**src/rtl/rover_pkg.sv**
```systemverilog
// Shared types for the land-rover room FSM and its downstream monitor.
// Room codes and monitor states live here so both sides agree on encoding.
package rover_pkg;

    typedef logic [2:0] room_t;

    localparam int NUM_ROOMS = 8;

    localparam room_t ROOM0 = 3'd0;
    localparam room_t ROOM1 = 3'd1;
    localparam room_t ROOM2 = 3'd2;
    localparam room_t ROOM3 = 3'd3;
    localparam room_t ROOM4 = 3'd4;
    localparam room_t ROOM5 = 3'd5;
    localparam room_t ROOM6 = 3'd6;
    localparam room_t ROOM7 = 3'd7;

    typedef enum logic {
        TRACK = 1'b0,
        STUCK = 1'b1
    } mon_state_t;

endpackage

```
**src/rtl/rover_sat_counter.sv**
```systemverilog
// Saturating up-counter with synchronous clear taking priority over increment.
// Used for both per-room visit counts and the dwell timer.
module rover_sat_counter #(
    parameter int W = 8
) (
    input  logic         clk,
    input  logic         reset_n,
    input  logic         clr,
    input  logic         inc,
    output logic [W-1:0] q
);

    always_ff @(posedge clk or negedge reset_n) begin
        if (!reset_n) begin
            q <= '0;
        end else if (clr) begin
            q <= '0;
        end else if (inc && (q != '1)) begin
            q <= q + W'(1);
        end
    end

endmodule

```
**src/rtl/rover_room_monitor.sv**
```systemverilog
// Watches the room FSM code: counts visits, times dwell, flags a stuck rover
// and reports each room change as a handshaked event record.
module rover_room_monitor
    import rover_pkg::*;
#(
    parameter int DWELL_W     = 8,
    parameter int CNT_W       = 8,
    parameter int STUCK_LIMIT = 200
) (
    input  logic               clk,
    input  logic               reset_n,
    input  room_t              room,
    input  room_t              goal_room,
    input  logic               clear,
    input  logic               evt_ready,
    output logic               evt_valid,
    output room_t              evt_prev,
    output room_t              evt_room,
    output logic [DWELL_W-1:0] evt_dwell,
    output logic               evt_overflow,
    output logic               goal_hit,
    output logic               stuck,
    input  room_t              q_room,
    output logic [CNT_W-1:0]   q_count
);

    room_t              cur_room;
    logic [DWELL_W-1:0] dwell;
    logic [DWELL_W-1:0] dwell_inc;
    logic [CNT_W-1:0]   visit [NUM_ROOMS];
    mon_state_t         state_q;
    mon_state_t         state_d;
    logic               trans;
    logic               load;
    logic               drop;

    // A clear cycle never counts as a transition, even if the room moved.
    assign trans     = !clear && (room != cur_room);
    assign load      = trans && (!evt_valid || evt_ready);
    assign drop      = trans && evt_valid && !evt_ready;
    assign dwell_inc = (dwell == '1) ? dwell : dwell + DWELL_W'(1);
    assign stuck     = (state_q == STUCK);

    rover_sat_counter #(
        .W(DWELL_W)
    ) u_dwell (
        .clk     (clk),
        .reset_n (reset_n),
        .clr     (clear || trans),
        .inc     (!clear && !trans),
        .q       (dwell)
    );

    for (genvar i = 0; i < NUM_ROOMS; i++) begin : g_visit
        rover_sat_counter #(
            .W(CNT_W)
        ) u_visit (
            .clk     (clk),
            .reset_n (reset_n),
            .clr     (clear),
            .inc     (trans && (room == room_t'(i))),
            .q       (visit[i])
        );
    end

    always_comb begin
        state_d = state_q;
        unique case (state_q)
            TRACK: begin
                if (!clear && !trans &&
                    (dwell_inc == DWELL_W'(STUCK_LIMIT))) begin
                    state_d = STUCK;
                end
            end
            STUCK: begin
                if (clear || trans) begin
                    state_d = TRACK;
                end
            end
        endcase
    end

    always_ff @(posedge clk or negedge reset_n) begin
        if (!reset_n) begin
            cur_room     <= ROOM0;
            state_q      <= TRACK;
            evt_valid    <= 1'b0;
            evt_prev     <= ROOM0;
            evt_room     <= ROOM0;
            evt_dwell    <= '0;
            evt_overflow <= 1'b0;
            goal_hit     <= 1'b0;
            q_count      <= '0;
        end else begin
            state_q  <= state_d;
            q_count  <= visit[q_room];
            goal_hit <= trans && (room == goal_room);
            if (clear) begin
                cur_room     <= room;
                evt_valid    <= 1'b0;
                evt_overflow <= 1'b0;
            end else begin
                if (trans) begin
                    cur_room <= room;
                end
                // Held record stays frozen until the logger takes it.
                if (load) begin
                    evt_valid <= 1'b1;
                    evt_prev  <= cur_room;
                    evt_room  <= room;
                    evt_dwell <= dwell;
                end else if (evt_valid && evt_ready) begin
                    evt_valid <= 1'b0;
                end
                if (drop) begin
                    evt_overflow <= 1'b1;
                end
            end
        end
    end

endmodule

```
**config.mk**
```make
export PLATFORM = sky130hd
export DESIGN_NAME = rover_room_monitor
export DESIGN_NICKNAME = d
export VERILOG_FILES = /design/src/rtl/rover_pkg.sv /design/src/rtl/rover_sat_counter.sv /design/src/rtl/rover_room_monitor.sv
export SDC_FILE = /design/constraint.sdc
export NUM_CORES = 1
export LEC_CHECK = 0
export CAP_MARGIN = 20
export CORE_MARGIN = 2
export CORE_UTILIZATION = 50
export CTS_CLUSTER_SIZE = 24
export DETAILED_ROUTE_END_ITERATION = 12
export PLACE_DENSITY = 0.72
export SLEW_MARGIN = 5
export SYNTH_ARGS = -nofsm -noshare
export SYNTH_HDL_FRONTEND = slang
export SYNTH_SLANG_ARGS = --single-unit
```
**constraint.sdc**
```tcl
create_clock -name clk -period 1.8 [get_ports clk]
set_input_delay 0.36 -clock clk [delete_from_list [all_inputs] [get_ports clk]]
set_output_delay 0.36 -clock clk [all_outputs]
set_load 0.05 [all_outputs]
```
Word level (Yosys, flattened, before mapping):

Index checks and enable logic that the tools add are counted.

* flip-flop bits (word level): 101
* bits of input ports: 13
* output and inout bits: 26
* logic and storage cells: 128

* add/subtract/negate cells: 9
* order comparisons: 1
* equal/unequal tests: 20
* mux-type cells: 32
* bitwise gates (word level): 3
* reductions and logical operators: 45

Operators with widths (count)
* 8-bit two-way mux: 21
* 8-bit by 1-bit adder with 8-bit output, second input constant: 9
* 8-bit != test, second input constant: 9
* 1-bit logical AND: 25
* 8-bit binary-select mux with 3-bit select: 1
* 2-bit nonzero test: 11
* 8-bit == test, second input constant: 2
* 3-bit == test, second input constant: 4
* 1-bit two-way mux: 7
* 3-bit by 2-bit == test with 1-bit output, second input constant: 2
* 3-bit two-way mux: 2
* 4-bit greater-or-equal comparator, second input constant: 1
* 1-bit logical NOT: 4
* 3-bit NOT with 4-bit output: 1
* 3-bit by 1-bit == test with 1-bit output, second input constant: 1
* 3-bit == test: 1
* 3-bit logical NOT: 1
* 3-bit != test: 1
* 3-bit nonzero test: 1
* 1-bit logical OR: 2
* 1-bit NOT: 2
* 1-bit one-hot mux with 2 select lines: 1
* 2-bit AND reduction: 1

Longest topological paths before layout:

Gate-level depths: netlist (run 1).

* depth after elaboration: 7
* mapped depth: 7

By module:

A second synthesis (run 1) with hierarchy kept.

* cell total of the unflattened synthesis: 563
* area, all modules: 5935.7 µm²

Modules (own cells, without submodules)
* rover_sat_counter: times used 9, cells each 49, area an instance 464.2 µm²
* rover_room_monitor: times used 1, cells each 122, area an instance 1757.9 µm²

Least setup slack after synthesis (run 1):

No wires, ideal clock.

* path type: input to register
* start point: in room[0]
* end point: reg evt_room[1]
* library setup time: 128 ps
* arrival: 1809 ps
* required time: 1672 ps
* slack: -137 ps
* stages on the path: 6
* path buffers: 2
* path through: buf_2 > xor2_2 > nor3_2 > nor3b_2 > buf_4 > mux2_1

* cells in the longest elaborated chain, start to end: 4

Ends and longest elaborated chain
* start: declaration: line rover_room_monitor.sv:12 `input room_t room,`
* 3-bit != test: line rover_room_monitor.sv:38 `assign trans = !clear && (room != cur_room);`
* 1-bit logical AND: line rover_room_monitor.sv:38
* 1-bit logical AND: line rover_room_monitor.sv:39 `assign load = trans && (!evt_valid || evt_ready);`
* 2-bit AND reduction (no source line)
* end signal: assignment: line rover_room_monitor.sv:110 `evt_room <= room;`
* end: declaration: line rover_room_monitor.sv:18 `output room_t evt_room,`

Every way passes these cells.
A chain may end at the register's enable or synchronous reset.

Final worst setup path (run 1):

* start point: reg cur_room[0]
* end point: reg evt_prev[2]

* cells in the longest elaborated chain, start to end: 4

Ends and longest elaborated chain
* start: declaration: line rover_room_monitor.sv:27 `room_t cur_room;`
* start signal: assignment: line rover_room_monitor.sv:99 `cur_room <= room;`
* start signal: assignment: line rover_room_monitor.sv:104 `cur_room <= room;`
* 3-bit != test: line rover_room_monitor.sv:38
* 1-bit logical AND: line rover_room_monitor.sv:38
* 1-bit logical AND: line rover_room_monitor.sv:39
* 2-bit AND reduction (no source line)
* end signal: assignment: line rover_room_monitor.sv:109 `evt_prev <= cur_room;`
* end: declaration: line rover_room_monitor.sv:17 `output room_t evt_prev,`

Every way passes these cells.

==> tab_implementation.tex, run 1 <==
\begin{tabular}{lr}
\hline
Metric & Value \\
\hline
\multicolumn{2}{l}{\textbf{Critical path}} \\
\quad Cells traversed along the worst timing path & xor2\_4 > buf\_6 > nor3\_4 > nor3b\_4 > clkbuf\_16 > mux2\_1 \\
\quad Critical Path End Type & flop \\
\quad Critical path's slowest cell & sky130\_fd\_sc\_hd\_\_dfrtp\_2 \\
\quad Type of the worst setup path & reg -> reg \\
\quad Worst Path Max Fanout & 7 \\
\quad Data required time at the worst endpoint & 2.07 ns \\
\quad Buffering stage count on the worst path with inverters included & 2 \\
\quad Crit path max-delay family & flip-flops \\
\quad Arrival time worst endpoint & 2.12 ns \\
\quad Critical Path Max Stage Delay & 0.46 ns \\
\quad Critical path startpoint category & flop \\
\multicolumn{2}{l}{\textbf{Power and ir drop}} \\
\quad Power consumption & 0.00457 W \\
\quad Max IR drop VDD & 692 uV \\
\quad Leakage & 3.05 nW \\
\quad Ratio of total power to cell area & 625 nW/um\^{}2 \\
\multicolumn{2}{l}{\textbf{Min path}} \\
\quad Class of the tightest hold or removal check & in -> reg \\
\multicolumn{2}{l}{\textbf{Route}} \\
\quad Top routing layer in use & met4 \\
\quad DR pass1 iterations & 5 \\
\quad Wire length per cell after detailed routing & 18.9 um \\
\quad Residual DRC count & 0 \\
\quad Wire length on met2 & 7290 um \\
\quad Vias & 4832 \\
\quad Detail-routed via count per cell & 6.27 \\
\quad Met1 wire length & 6200 um \\
\quad Met3 WL & 814 um \\
\quad Initial DRC Count & 270 \\
\quad Final wirelength & 14600 um \\
\quad ANT nets after route & 0 \\
\multicolumn{2}{l}{\textbf{GRT}} \\
\quad Global-route wire length before repair & 23200 um \\
\quad Via count of the first global-routing pass & 4851 \\
\quad Pin count of the biggest net entering global routing & 61 \\
\quad GRT Resource Usage Total & 0.251 \\
\quad Initial antenna violation count & 0 \\
\quad Grt total ovfl & 0 \\
\multicolumn{2}{l}{\textbf{Synth}} \\
\quad Primary flip-flop cell chosen by synthesis mapping & sky130\_fd\_sc\_hd\_\_dfrtp\_1 \\
\quad Number of enable flip-flop cells after synthesis & 0 \\
\quad Dominant cell by count in the synthesized netlist & sky130\_fd\_sc\_hd\_\_dfrtp\_1 \\
\quad Share of flip-flops with an asynchronous set or reset & 1.00 \\
\quad Yosys reg bits & 101 \\
\quad Mean post-synth cell area & 10.7 sq um \\
\quad Sequential fraction of the synthesis area & 0.454 \\
\quad Synth top area cells & sky130\_fd\_sc\_hd\_\_dfrtp\_1 45\%, sky130\_fd\_sc\_hd\_\_mux4\_2 6.5\%, sky130\_fd\_sc\_hd\_\_mux2\_2 3.2\%, sky130\_fd\_sc\_hd\_\_a21oi\_1 3.1\%, sky130\_fd\_sc\_hd\_\_mux2\_1 3.0\% \\
\quad Share of the synthesized area in the top cell type & 0.454 \\
\quad Post-Syn Nets & 545 \\
\quad Gate Count Post-Synth & 523 \\
\quad Area of the mapped netlist & 5570 sq um \\
\quad Dominant cell type by area after synthesis & sky130\_fd\_sc\_hd\_\_dfrtp\_1 \\
\quad Number of warnings reported in the yosys synthesis log & 0 \\
\quad Number of distinct standard cells referenced by the synthesized netlist & 53 \\
\quad Top cells by count, synth & 101 x sky130\_fd\_sc\_hd\_\_dfrtp\_1, 35 x sky130\_fd\_sc\_hd\_\_a21oi\_1, 26 x sky130\_fd\_sc\_hd\_\_nand2\_1 \\
\multicolumn{2}{l}{\textbf{Clock network}} \\
\quad Max Root-Sink Buffers & 2 \\
\quad Clock tree from TritonCTS & done \\
\quad Clock tree root driver cell & sky130\_fd\_sc\_hd\_\_clkbuf\_8 \\
\quad Clock-pin slew on the worst setup and hold paths & 0.10 ns \\
\quad Num CTS Buffers & 9 \\
\quad Clock latency on the worst-skew pair & 0.39 ns \\
\quad Depth of the CTS H-tree & 3 \\
\quad Number of clock sinks & 101 \\
\multicolumn{2}{l}{\textbf{Die}} \\
\quad Top-level I/O count & 39 \\
\quad Die extent in y & 110 um \\
\quad Number of standard-cell rows in the floorplan & 38 \\
\quad Die area & 12000 sq um \\
\quad Width of the die & 110 um \\
\quad Placeable core region & 10800 sq um \\
\quad Starting density of the core & 0.514 \\
\multicolumn{2}{l}{\textbf{STA}} \\
\quad RSZ-0062 raised after global routing & yes \\
\quad Final period util & 1.03 \\
\quad Maximum clock frequency & 0.541 GHz \\
\quad Setup Skew & 0.0125 ns \\
\quad Final Hold Violating Endpoints & 0 \\
\quad Final worst-path setup slack & -0.0501 ns \\
\quad Number of endpoints failing setup at the final stage & 28 \\
\quad Max-slew violation count & 0 \\
\quad Max transition margin & 0.725 \\
\quad Final Critical Period & 1.85 ns \\
\quad Transition time at the pin with the least slew margin & 0.413 ns \\
\multicolumn{2}{l}{\textbf{Placement}} \\
\quad Final Wtd Congestion & 0.876 \\
\quad Buffers added on ports & 38 \\
\quad Final HPWL DP & 9820 um \\
\quad Number of instances in the placed design & 740 \\
\multicolumn{2}{l}{\textbf{Finish}} \\
\quad Fraction of final layout cells sized beyond drive strength 1 & 0.353 \\
\quad Antenna Diode Count & 0 \\
\quad Layout overhead on the synthesized area & 31.2\% \\
\quad Final Net Count & 648 \\
\quad Number of standard cells in the layout, taps in and fillers out & 771 \\
\multicolumn{2}{l}{\textbf{Run}} \\
\quad Max\_cap viols & 0 \\
\multicolumn{2}{l}{\textbf{Run status}} \\
\quad Outcome & finished, violations left \\
\quad Violated checks & setup timing \\
\hline
\end{tabular}
-- worst paths after layout --
path / from / to / slack [ns] / cells past startpoint
setup / recovery: cur_room[0] / evt_prev[2] / -0.05 / 6
hold / removal: room[1] / cur_room[1] / 0.28 / 2
setup reg to reg: cur_room[0] / evt_prev[2] / -0.05 / 6
hold reg to reg: evt_room[0] / evt_room[0] / 0.49 / 1
max in group asynchronous: reset_n / g_visit[0].u_visit.q[0] / 1.00 / 3
min in group asynchronous: reset_n / g_visit[5].u_visit.q[0] / 0.48 / 3
-- kinds of logic after synthesis --
| logic type | share of synthesized area |
|---|---|
| AO/OA/AOI/OAI | 0.168 |
| XOR/XNOR | 0.0200 |
| adder cells (fa/ha/maj) | 0.0202 |
| buffers and inverters | 0.0440 |
| flip-flops | 0.454 |
| multiplexers | 0.135 |
| AND/OR/NAND/NOR | 0.160 |
-- sequential cells by signal, summed over array words and instances, names as in the netlist --
name / cells
cur_room: 3
evt_dwell: 8
evt_overflow: 1
evt_prev: 3
evt_room: 3
evt_valid: 1
g_visit.u_visit.q: 64
goal_hit: 1
q_count: 8
stuck: 1
u_dwell.q: 8
-- area by class of cell --
class                      count  area, sq um
multi-input combinational    363         3190
inverter                      20         78.8
clock inverter                 6         71.3
sequential                   101         2530
fill                         834         3530
clock buffer                  10          128
timing repair buffer         131         1140
tap                          140          175
-- through the flow --
step / hold slack (ns) / area (sq um) / utilization / setup TNS (ns) / setup WS (ns)
4_1_cts: 0.450 / 6950 / 0.641 / -0.120 / -0.0149
3_5_place_dp: 0.364 / 6620 / 0.611 / -45.70 / -0.640
6_report: 0.284 / 7310 / 0.674 / -0.664 / -0.0501
2_1_floorplan: 0.0644 / 5630 / - / 0 / 0.00169
3_3_place_gp: 0.364 / 6620 / 0.611 / -41.22 / -0.584
5_1_grt: 0.262 / 7310 / 0.674 / -4.02 / -0.133
-- cells in the final DEF, fill, tap and decap left out, drive strengths merged, types with 19 or more instances in the layout --
| master | instances |
|---|---|
| mux2 | 31 |
| o311ai | 20 |
| nand3 | 23 |
| dfrtp | 101 |
| inv | 20 |
| o21ai | 19 |
| nand2 | 26 |
| buf | 119 |
| o31ai | 19 |
| a21oi | 35 |
-- per-layer routing --
| layer | GRT usage | up-vias |
|---|---|---|
| li1 | - | 2227 |
| met1 | 0.327 | 2432 |
| met2 | 0.398 | 147 |
| met3 | 0.0688 | 26 |
| met4 | 0.0986 | 0 |
| met5 | 0 | - |
-- power by group --
group	switching [W]	internal, W
sequential	0.0000325	0.00231
combinational	0.000442	0.000308
clock	0.000824	0.000652
-- timing repair --
| action | 4_1_cts | 5_1_grt |
|---|---|---|
| cloned | 0 | 1 |
| pin swaps | 9 | 9 |
| gates resized for setup | 20 | 52 |
| endpoints found under the hold margin | 93 | 0 |
| hold buffers | 1 | 0 |
| buffers inserted | 4 | 9 |
| setup endpoints to repair | 70 | 63 |
Power figures use the tool's default switching activity.
==> run 2: changes to the inputs <==
--- a/config.mk
+++ b/config.mk
@@ -10,6 +10,7 @@
 export CORE_UTILIZATION = 50
 export CTS_CLUSTER_SIZE = 24
 export DETAILED_ROUTE_END_ITERATION = 12
+export GPL_TIMING_DRIVEN = 1
 export PLACE_DENSITY = 0.72
 export SLEW_MARGIN = 5
 export SYNTH_ARGS = -nofsm -noshare
==> results of run 2 <==
No change in the layout: final DEF, timing and power equal those of run 1.
